`config.mk`:
```
export PLATFORM = sky130hd
export DESIGN_NAME = rv_decode_stage
export DESIGN_NICKNAME = d
export VERILOG_FILES = /design/src/rtl/rv_decode_stage.sv
export SDC_FILE = /design/constraint.sdc
export NUM_CORES = 1
export LEC_CHECK = 0
export BUFFER_PORTS_ARGS = -buffer_cell sky130_fd_sc_hd__buf_2
export CORE_MARGIN = 2
export CORE_UTILIZATION = 55
export CTS_CLUSTER_SIZE = 24
export DETAILED_ROUTE_END_ITERATION = 16
export GPL_TIMING_DRIVEN = 1
export HOLD_SLACK_MARGIN = 0.15
export PLACE_DENSITY_LB_ADDON = 0.2
export SETUP_SLACK_MARGIN = 0.5
export SYNTH_ARGS = -nofsm -noshare
export SYNTH_HDL_FRONTEND = slang
export SYNTH_SLANG_ARGS = --single-unit
```
`constraint.sdc`:
```
create_clock -name clk_i -period 2.6 [get_ports clk_i]
set_input_delay 0.13 -clock clk_i [delete_from_list [all_inputs] [get_ports clk_i]]
set_output_delay 0.13 -clock clk_i [all_outputs]
set_load 0.03 [all_outputs]
```
`src/rtl/rv_decode_stage.sv`:
```
`default_nettype none
// +--------------------------------------------------------------------------+
// | rv_decode_stage                                                          |
// | RV32/RV64 base-ISA decode: format + sign-extended immediate, skid output |
// | Rev 1.0                                                                  |
// +--------------------------------------------------------------------------+
module rv_decode_stage #(
   parameter int XLEN      = 32,
   parameter bit BYTE_SWAP = 1'b1,
   parameter bit SKID      = 1'b1
) (
   input  logic            clk_i,
   input  logic            rstn_i,
   input  logic            flush_i,
   input  logic            in_valid_i,
   output logic            in_ready_o,
   input  logic [31:0]     in_data_i,
   input  logic [XLEN-1:0] in_pc_i,
   output logic            out_valid_o,
   input  logic            out_ready_i,
   output logic [XLEN-1:0] out_pc_o,
   output logic [6:0]      opcode_o,
   output logic [4:0]      rd_o,
   output logic [4:0]      rs1_o,
   output logic [4:0]      rs2_o,
   output logic [2:0]      funct3_o,
   output logic [6:0]      funct7_o,
   output logic [2:0]      fmt_o,
   output logic [XLEN-1:0] imm_o,
   output logic            illegal_o,
   output logic [31:0]     instr_cnt_o
);

   localparam logic [2:0] c_FMT_R = 3'd0;
   localparam logic [2:0] c_FMT_I = 3'd1;
   localparam logic [2:0] c_FMT_S = 3'd2;
   localparam logic [2:0] c_FMT_B = 3'd3;
   localparam logic [2:0] c_FMT_U = 3'd4;
   localparam logic [2:0] c_FMT_J = 3'd5;
   localparam logic [2:0] c_FMT_X = 3'd7;

   typedef struct packed {
      logic [XLEN-1:0] pc;
      logic [31:0]     instr;
      logic [2:0]      fmt;
      logic [XLEN-1:0] imm;
   } entry_t;

   logic [31:0] w_instr;
   logic [2:0]  w_fmt;
   logic [31:0] w_imm32;
   entry_t      w_dec;
   entry_t      r_out;
   logic        r_out_valid;
   logic [31:0] r_cnt;
   logic        w_out_hs;

   always_comb begin
      w_instr = BYTE_SWAP ? {in_data_i[7:0], in_data_i[15:8], in_data_i[23:16], in_data_i[31:24]}
                          : in_data_i;
      w_fmt   = c_FMT_X;
      if (w_instr[1:0] == 2'b11) begin
         case (w_instr[6:0])
            7'b0110011: w_fmt = c_FMT_R;
            7'b0010011,
            7'b0000011,
            7'b1100111,
            7'b1110011,
            7'b0001111: w_fmt = c_FMT_I;
            7'b0100011: w_fmt = c_FMT_S;
            7'b1100011: w_fmt = c_FMT_B;
            7'b0110111,
            7'b0010111: w_fmt = c_FMT_U;
            7'b1101111: w_fmt = c_FMT_J;
            7'b0111011: w_fmt = (XLEN == 64) ? c_FMT_R : c_FMT_X;
            7'b0011011: w_fmt = (XLEN == 64) ? c_FMT_I : c_FMT_X;
            default:    w_fmt = c_FMT_X;
         endcase
      end

      case (w_fmt)
         c_FMT_I: w_imm32 = {{20{w_instr[31]}}, w_instr[31:20]};
         c_FMT_S: w_imm32 = {{20{w_instr[31]}}, w_instr[31:25], w_instr[11:7]};
         c_FMT_B: w_imm32 = {{19{w_instr[31]}}, w_instr[31], w_instr[7], w_instr[30:25],
                             w_instr[11:8], 1'b0};
         c_FMT_U: w_imm32 = {w_instr[31:12], 12'b0};
         c_FMT_J: w_imm32 = {{11{w_instr[31]}}, w_instr[31], w_instr[19:12], w_instr[20],
                             w_instr[30:21], 1'b0};
         default: w_imm32 = 32'b0;
      endcase

      // All 32-bit immediates are already sign-correct; widen arithmetically for RV64.
      w_dec       = '0;
      w_dec.pc    = in_pc_i;
      w_dec.instr = w_instr;
      w_dec.fmt   = w_fmt;
      w_dec.imm   = XLEN'($signed(w_imm32));
   end

   generate
      if (SKID) begin : g_skid
         typedef enum logic [1:0] {
            S_EMPTY = 2'd0,
            S_FULL1 = 2'd1,
            S_FULL2 = 2'd2
         } state_t;

         state_t r_state;
         entry_t r_skid;
         logic   r_in_ready;

         always_ff @(posedge clk_i or negedge rstn_i) begin
            if (!rstn_i) begin
               r_state     <= S_EMPTY;
               r_out       <= '0;
               r_skid      <= '0;
               r_out_valid <= 1'b0;
               r_in_ready  <= 1'b1;
            end else if (flush_i) begin
               r_state     <= S_EMPTY;
               r_out_valid <= 1'b0;
               r_in_ready  <= 1'b1;
            end else begin
               case (r_state)
                  S_EMPTY: begin
                     if (in_valid_i) begin
                        r_out       <= w_dec;
                        r_out_valid <= 1'b1;
                        r_state     <= S_FULL1;
                     end
                  end
                  S_FULL1: begin
                     if (in_valid_i && out_ready_i) begin
                        r_out <= w_dec;
                     end else if (in_valid_i) begin
                        r_skid     <= w_dec;
                        r_in_ready <= 1'b0;
                        r_state    <= S_FULL2;
                     end else if (out_ready_i) begin
                        r_out_valid <= 1'b0;
                        r_state     <= S_EMPTY;
                     end
                  end
                  S_FULL2: begin
                     if (out_ready_i) begin
                        r_out      <= r_skid;
                        r_in_ready <= 1'b1;
                        r_state    <= S_FULL1;
                     end
                  end
                  default: begin
                     r_state     <= S_EMPTY;
                     r_out_valid <= 1'b0;
                     r_in_ready  <= 1'b1;
                  end
               endcase
            end
         end

         assign in_ready_o = r_in_ready;
      end else begin : g_noskid
         assign in_ready_o = !r_out_valid || out_ready_i;

         always_ff @(posedge clk_i or negedge rstn_i) begin
            if (!rstn_i) begin
               r_out       <= '0;
               r_out_valid <= 1'b0;
            end else if (flush_i) begin
               r_out_valid <= 1'b0;
            end else if (in_valid_i && in_ready_o) begin
               r_out       <= w_dec;
               r_out_valid <= 1'b1;
            end else if (out_ready_i) begin
               r_out_valid <= 1'b0;
            end
         end
      end
   endgenerate

   // A flushed cycle discards the output handshake, so it is not retired.
   assign w_out_hs = r_out_valid && out_ready_i && !flush_i;

   always_ff @(posedge clk_i or negedge rstn_i) begin
      if (!rstn_i) begin
         r_cnt <= 32'd0;
      end else if (w_out_hs) begin
         r_cnt <= r_cnt + 32'd1;
      end
   end

   assign out_valid_o = r_out_valid;
   assign out_pc_o    = r_out.pc;
   assign opcode_o    = r_out.instr[6:0];
   assign rd_o        = r_out.instr[11:7];
   assign funct3_o    = r_out.instr[14:12];
   assign rs1_o       = r_out.instr[19:15];
   assign rs2_o       = r_out.instr[24:20];
   assign funct7_o    = r_out.instr[31:25];
   assign fmt_o       = r_out.fmt;
   assign imm_o       = r_out.imm;
   assign illegal_o   = (r_out.fmt == c_FMT_X);
   assign instr_cnt_o = r_cnt;

endmodule
`default_nettype wire
```
==> impl_metrics.ini, run 1 <==
[run_status]
status = completed

[timing]
hold_viol_final = 0
rsz0062_at_grt = true
finalSetupViolations = 0
maxSlewViolCount = 0
final.setup.tns_ps = 0
finalClockSkew_ps = 10.7
timing.fmax_mhz = 494
slew_headroom_pct = 55.2
worst_slew_pin_slew_ps = 672
min_period_ps = 2030
period_share_pct = 77.9

[worst_setup_path]
end_kind = register
crit_type = reg2reg
worst-endpoint-required_ps = 3000
path_delay_family = simple AND/OR/NAND/NOR gates
ff2ff_path_depth = 6
path_cells = nand2b_2, o22ai_2, nor2b_4, clkbuf_16, nor2_1, a211oi_1
rr_endpoint = imm_o[24]
cp_slowest_stage_delay_ps = 440
cp_num_buf_inv = 1
cp-startpoint = g_skid.r_state[1]
r2r-start = g_skid.r_state[1]
crit_slowest_cell = dfrtp_1
rrSetupSlack_ps = 570
arrival_ps = 2430
crit_fanout = 27
worstSetupStartpointType = register

[synth]
synth-compound-area-share_pct = 13.1
ys_ff_latch = 234
synth_top_family_by_area = simple AND/OR/NAND/NOR gates
synth_nets = 1214
synth_edf_count = 0
synthXorXnorAreaFrac_pct = 2.62
synthFlopType = dfrtp_1
synthTopCellsByArea = dfrtp_1 56%, nand2_1 14%, a31oi_1 4.6%
syn_inst = 1144
synth_fa_ha_area_share_pct = 0.121
synth_simple_gate_area_share_pct = 23.7
ys_types = 58
synth.area.mux_share_pct = 0.314
seq_area_frac_synth_pct = 56.5
syn_area_um2 = 10400
synth_top_area_share_pct = 56.3
synthArstFlopShare_pct = 100
syn-mean-instance-area_um2 = 9.06
yosysWarnings = 0
synth_top_cell_by_area = dfrtp_1

[worst_hold_path]
hold_class = in2async

[drt]
route.detailed.wl_per_inst_um = 16.8
vias = 9203
drc = 0
drtAntennaViolNets = 0
avgViaCountPerCell = 5.62
first_pass_iters = 5
drt_iter0_drc = 623
totalWireLength_mm = 27.5

[placement]
dpl-instance-area_um2 = 11600
place.port_buffers = 202
finalWeightedCongestion = 0.873
dp_cells = 1524
hpwl_mm = 16.2

[floorplan]
start_util_pct = 55.8
num_rows = 50
num_io_pins = 203
core_um2 = 18600
die_y_um = 141
dieArea_um2 = 20000
die_x_um = 141

[cells_and_area]
finalInstanceArea_um2 = 13200
areaGrowthSynthToFinish_pct = 27.6
fillers = 1412
nets = 1459
layout_commonest_cell = nand2_1
layout_common_cells = 376 x nand2_1, 233 x dfrtp_1, 201 x buf_2
layoutNonFillerInstCount = 1639
drive_gt1_share_pct = 21.4

[global_routing]
grt_pass1_wl_mm = 43.3
grtUsageTotal_pct = 26.3
grt-ovfl-total = 0
antenna_found_initial = 1
grt_max_degree = 108
grt_pass1_vias = 8594

[clock_tree]
clock-sinks = 234
path_clk_slew_ps = 60
clockBufferDepth = 3
cts_max_level = 1
cts_tree = yes
cts-root-buf = clkbuf_16
cts_made_buffers = 25
clk_latency_ps = 510

[power_and_ir_drop]
power.leakage_nw = 6.37
ir_worst_vdd_v = 0.000509
power.total_mw = 10.5
powerDensity_nw_per_um2 = 791

[job]
maxCapViolCount = 0
-- what timing repair did --
item                                    in CTS  in global routing
endpoints found under the setup margin      10                 68
setup buffers                                0                  1
hold endpoints to repair                   329                  0
hold buffers                                68                  0
cloned                                       0                  3
resized for setup                            1                 13
-- power breakdown --
| group | internal [mW] | total (mW) | switching, mW |
|---|---|---|---|
| Combinational | 0.740 | 2.18 | 1.44 |
| Sequential | 4.28 | 4.67 | 0.384 |
| Clock | 2.18 | 3.62 | 1.44 |
| Total | 7.20 | 10.5 | 3.26 |
-- how the worst max path moves through the flow --
| stage | to | depth (start not counted) |
|---|---|---|
| after floorplan | instr_cnt_o[12] | 7 |
| after global placement | g_skid.r_skid[6] | 6 |
| after detailed placement | g_skid.r_skid[6] | 6 |
| after CTS | imm_o[24] | 6 |
| after global routing | imm_o[26] | 6 |
| final | imm_o[24] | 6 |
-- Yosys cell counts (6+ instances only) --
| cell type | instances |
|---|---|
| buf_2 | 24 |
| nand2_1 | 376 |
| xor2_1 | 16 |
| clkbuf_1 | 50 |
| inv_1 | 14 |
| o221ai_1 | 12 |
| o22ai_1 | 8 |
| a211oi_2 | 9 |
| nand2b_1 | 6 |
| a22o_1 | 6 |
| nor2_1 | 128 |
| nand3_1 | 16 |
| a21oi_1 | 15 |
| a31oi_1 | 77 |
| o211ai_1 | 8 |
| xnor2_1 | 15 |
| and3_1 | 12 |
| dfrtp_1 | 233 |
| nor3_1 | 29 |
| o21ai_0 | 24 |
| a211oi_1 | 13 |
| nand4_1 | 7 |
-- logic make-up after synthesis --
kind of cell | after synthesis
flops | 234
compound gates | 192
xor+xnor | 31
mux | 3
fa+ha+maj | 1
buf+inv | 90
simple gates | 593
-- sequential cells by signal, indices dropped and copies added (netlist names) --
name            cells
out_pc_o           32
in_ready_o          1
rd_o                5
out_valid_o         1
g_skid.r_state      2
g_skid.r_skid      99
funct3_o            3
rs1_o               5
funct7_o            7
instr_cnt_o        32
rs2_o               5
opcode_o            7
imm_o              32
fmt_o               3
-- layer usage --
layer	up-vias	global-route usage (%)	wire, um
li1	4337	-	-
met1	4432	37.4	11900
met2	371	42.6	12800
met3	63	3.54	1960
met4	0	8.26	789
met5	-	0	0
-- worst reg2reg max path, cell delays in order, from the launching register on --
cell	delay [ps]
dfrtp_1	440
nand2b_2	270
o22ai_2	240
nor2b_4	360
clkbuf_16	290
nor2_1	70
a211oi_1	250
-- per-stage QoR --
stage	hold WS, ps	worst slack [ps]	utilization, %
after floorplan	-166	596	-
after global placement	165	402	62.4
after detailed placement	169	386	62.4
after CTS	175	510	70.6
after global routing	211	449	71.2
final	189	574	71.2
-- cell type report --
type | instances | area (um^2) | area share [%]
inverters | 14 | 52.6 | 0.397
clock inverters | 8 | 101 | 0.766
diodes | 1 | 2.50 | 0.0189
well taps | 234 | 293 | 2.21
clock buffers | 34 | 739 | 5.59
repair buffers | 294 | 1980 | 15.0
multi-input cells | 820 | 4200 | 31.7
flip-flops and latches | 234 | 5860 | 44.3
(Power assumes the default switching activity.)
==> run 2, diff against run 1 <==
==> constraint.sdc (replaced) <==
create_clock -name clk_i -period 2.1 [get_ports clk_i]
set_input_delay 0.105 -clock clk_i [delete_from_list [all_inputs] [get_ports clk_i]]
set_output_delay 0.105 -clock clk_i [all_outputs]
set_load 0.03 [all_outputs]
==> impl_metrics.ini, run 2 (synthesized netlist as in run 1, its figures left out) <==
[run_status]
status = completed

[global_routing]
grt_max_degree = 68
antenna_found_initial = 1
grt_pass1_vias = 9322
grt-ovfl-total = 0
use_met2_pct = 49.3
grtUsageTotal_pct = 29.7
met3_usage_pct = 4.59
grt.busiest_layer = met2
use_met1_pct = 40.7
grt_pass1_wl_mm = 47.8

[cells_and_area]
fillers = 1246
layout_common_cells = 372 x nand2_1, 219 x dfrtp_1, 201 x buf_2
drive_gt1_share_pct = 27.5
nets = 1515
largest_register_ffs = 99
regMostFlops = g_skid.r_skid
areaGrowthSynthToFinish_pct = 36.4
layout_commonest_cell = nand2_1
layoutNonFillerInstCount = 1694

[timing]
period_share_pct = 84.4
finalSetupViolations = 0
hold_viol_final = 0
min_period_ps = 1770
worst_slew_pin_slew_ps = 622
maxSlewViolCount = 0
timing.fmax_mhz = 564
final.setup.tns_ps = 0
slew_headroom_pct = 58.3
finalClockSkew_ps = 14.2
rsz0062_at_grt = true

[placement]
hpwl_mm = 17.3
dp_cells = 1531
place.port_buffers = 202
finalWeightedCongestion = 0.876

[worst_setup_path]
path_delay_family = flip-flops
crit_fanout = 8
worstSetupStartpointType = register
rrSetupSlack_ps = 330
r2r-start = g_skid.r_state[1]
crit_type = reg2reg
end_kind = register
worst-endpoint-required_ps = 2490
cp_slowest_stage_delay_ps = 390
cp-startpoint = g_skid.r_state[1]
path_cells = mux2i_2, o22ai_2, nor2b_4, buf_12, buf_16, and3_4, a221o_1
rr_endpoint = imm_o[31]
ff2ff_path_depth = 7
cp_num_buf_inv = 2
arrival_ps = 2170
crit_slowest_cell = dfrtp_1

[power_and_ir_drop]
power.leakage_nw = 6.81
powerDensity_nw_per_um2 = 928
p_sw_mw = 4.14
switching_share_pct = 31.6
power.total_mw = 13.1
combPwrFrac_pct = 22.8
pwr-share-clk_pct = 32.9
ir_worst_vdd_v = 0.000669
power.share.sequential_pct = 44.3
p_int_mw = 8.97

[clock_tree]
cts_made_buffers = 25
path_clk_slew_ps = 60
cts_max_level = 1
clk_latency_ps = 520
cts-root-buf = clkbuf_16
clock-sinks = 234
clockBufferDepth = 3
cts_tree = yes

[worst_hold_path]
hold_class = in2async

[floorplan]
dieArea_um2 = 20000
num_io_pins = 203
die_x_um = 141
die_y_um = 141
core_um2 = 18600
num_rows = 50
start_util_pct = 55.8

[drt]
route.detailed.wl_per_inst_um = 18.1
drt_iter0_drc = 598
drtAntennaViolNets = 0
drc = 0
avgViaCountPerCell = 5.69
vias = 9647
first_pass_iters = 5
totalWireLength_mm = 30.6

[job]
maxCapViolCount = 0
[run 2: what timing repair did]
item,in CTS,in global routing
pin swaps,13,16
hold endpoints to repair,431,0
setup buffers,25,14
hold buffers,73,0
resized for setup,43,34
gates cloned,6,3
setup endpoints to repair,192,212
[run 2: final cells by class]
class                      instances  area [um^2]  share of cell area [%]
sequential                       234         5870                    41.6
multi-input combinational        821         4400                    31.2
timing repair buffer             349         2710                    19.2
clock buffer                      33          696                    4.92
tap                              234          293                    2.07
clock inverter                     8         93.8                   0.664
inverter                          14         56.3                   0.398
antenna                            1         2.50                  0.0177
[run 2: how the worst max path moves through the flow]
| stage | depth (start not counted) | end | slack, ps |
|---|---|---|---|
| 3_3_place_gp | 6 | imm_o[10] | 280 |
| 6_report | 7 | imm_o[31] | 330 |
| 5_1_grt | 7 | imm_o[31] | 280 |
| 2_1_floorplan | 7 | instr_cnt_o[12] | 400 |
| 4_1_cts | 7 | imm_o[31] | 420 |
| 3_5_place_dp | 6 | imm_o[20] | 200 |
[run 2: metal layers]
metal,wire length (um),vias to the layer above
met3,2080,60
met4,784,0
met5,0,-
met2,15200,376
li1,-,4460
met1,12600,4751
[run 2: power by group through the flow]
| stage | clock network, mW | logic (mW) | registers [mW] |
|---|---|---|---|
| 2_1_floorplan | 0 | 0.981 | 6.52 |
| 3_3_place_gp | 0 | 2.53 | 5.83 |
| 3_5_place_dp | 0 | 2.59 | 5.86 |
| 4_1_cts | 4.36 | 2.87 | 5.80 |
| 5_1_grt | 4.55 | 3.25 | 5.90 |
| 6_report | 4.31 | 2.99 | 5.81 |
[run 2: through the flow]
stage | setup slack, ps | utilization [%] | hold WS (ps) | instance area, um^2
after global placement | 280 | 63.4 | 104 | 11800
after detailed placement | 202 | 63.4 | 107 | 11800
after floorplan | 398 | - | -191 | 10400
final | 328 | 76.1 | 159 | 14100
after CTS | 416 | 74.3 | 165 | 13800
after global routing | 284 | 76.1 | 203 | 14100
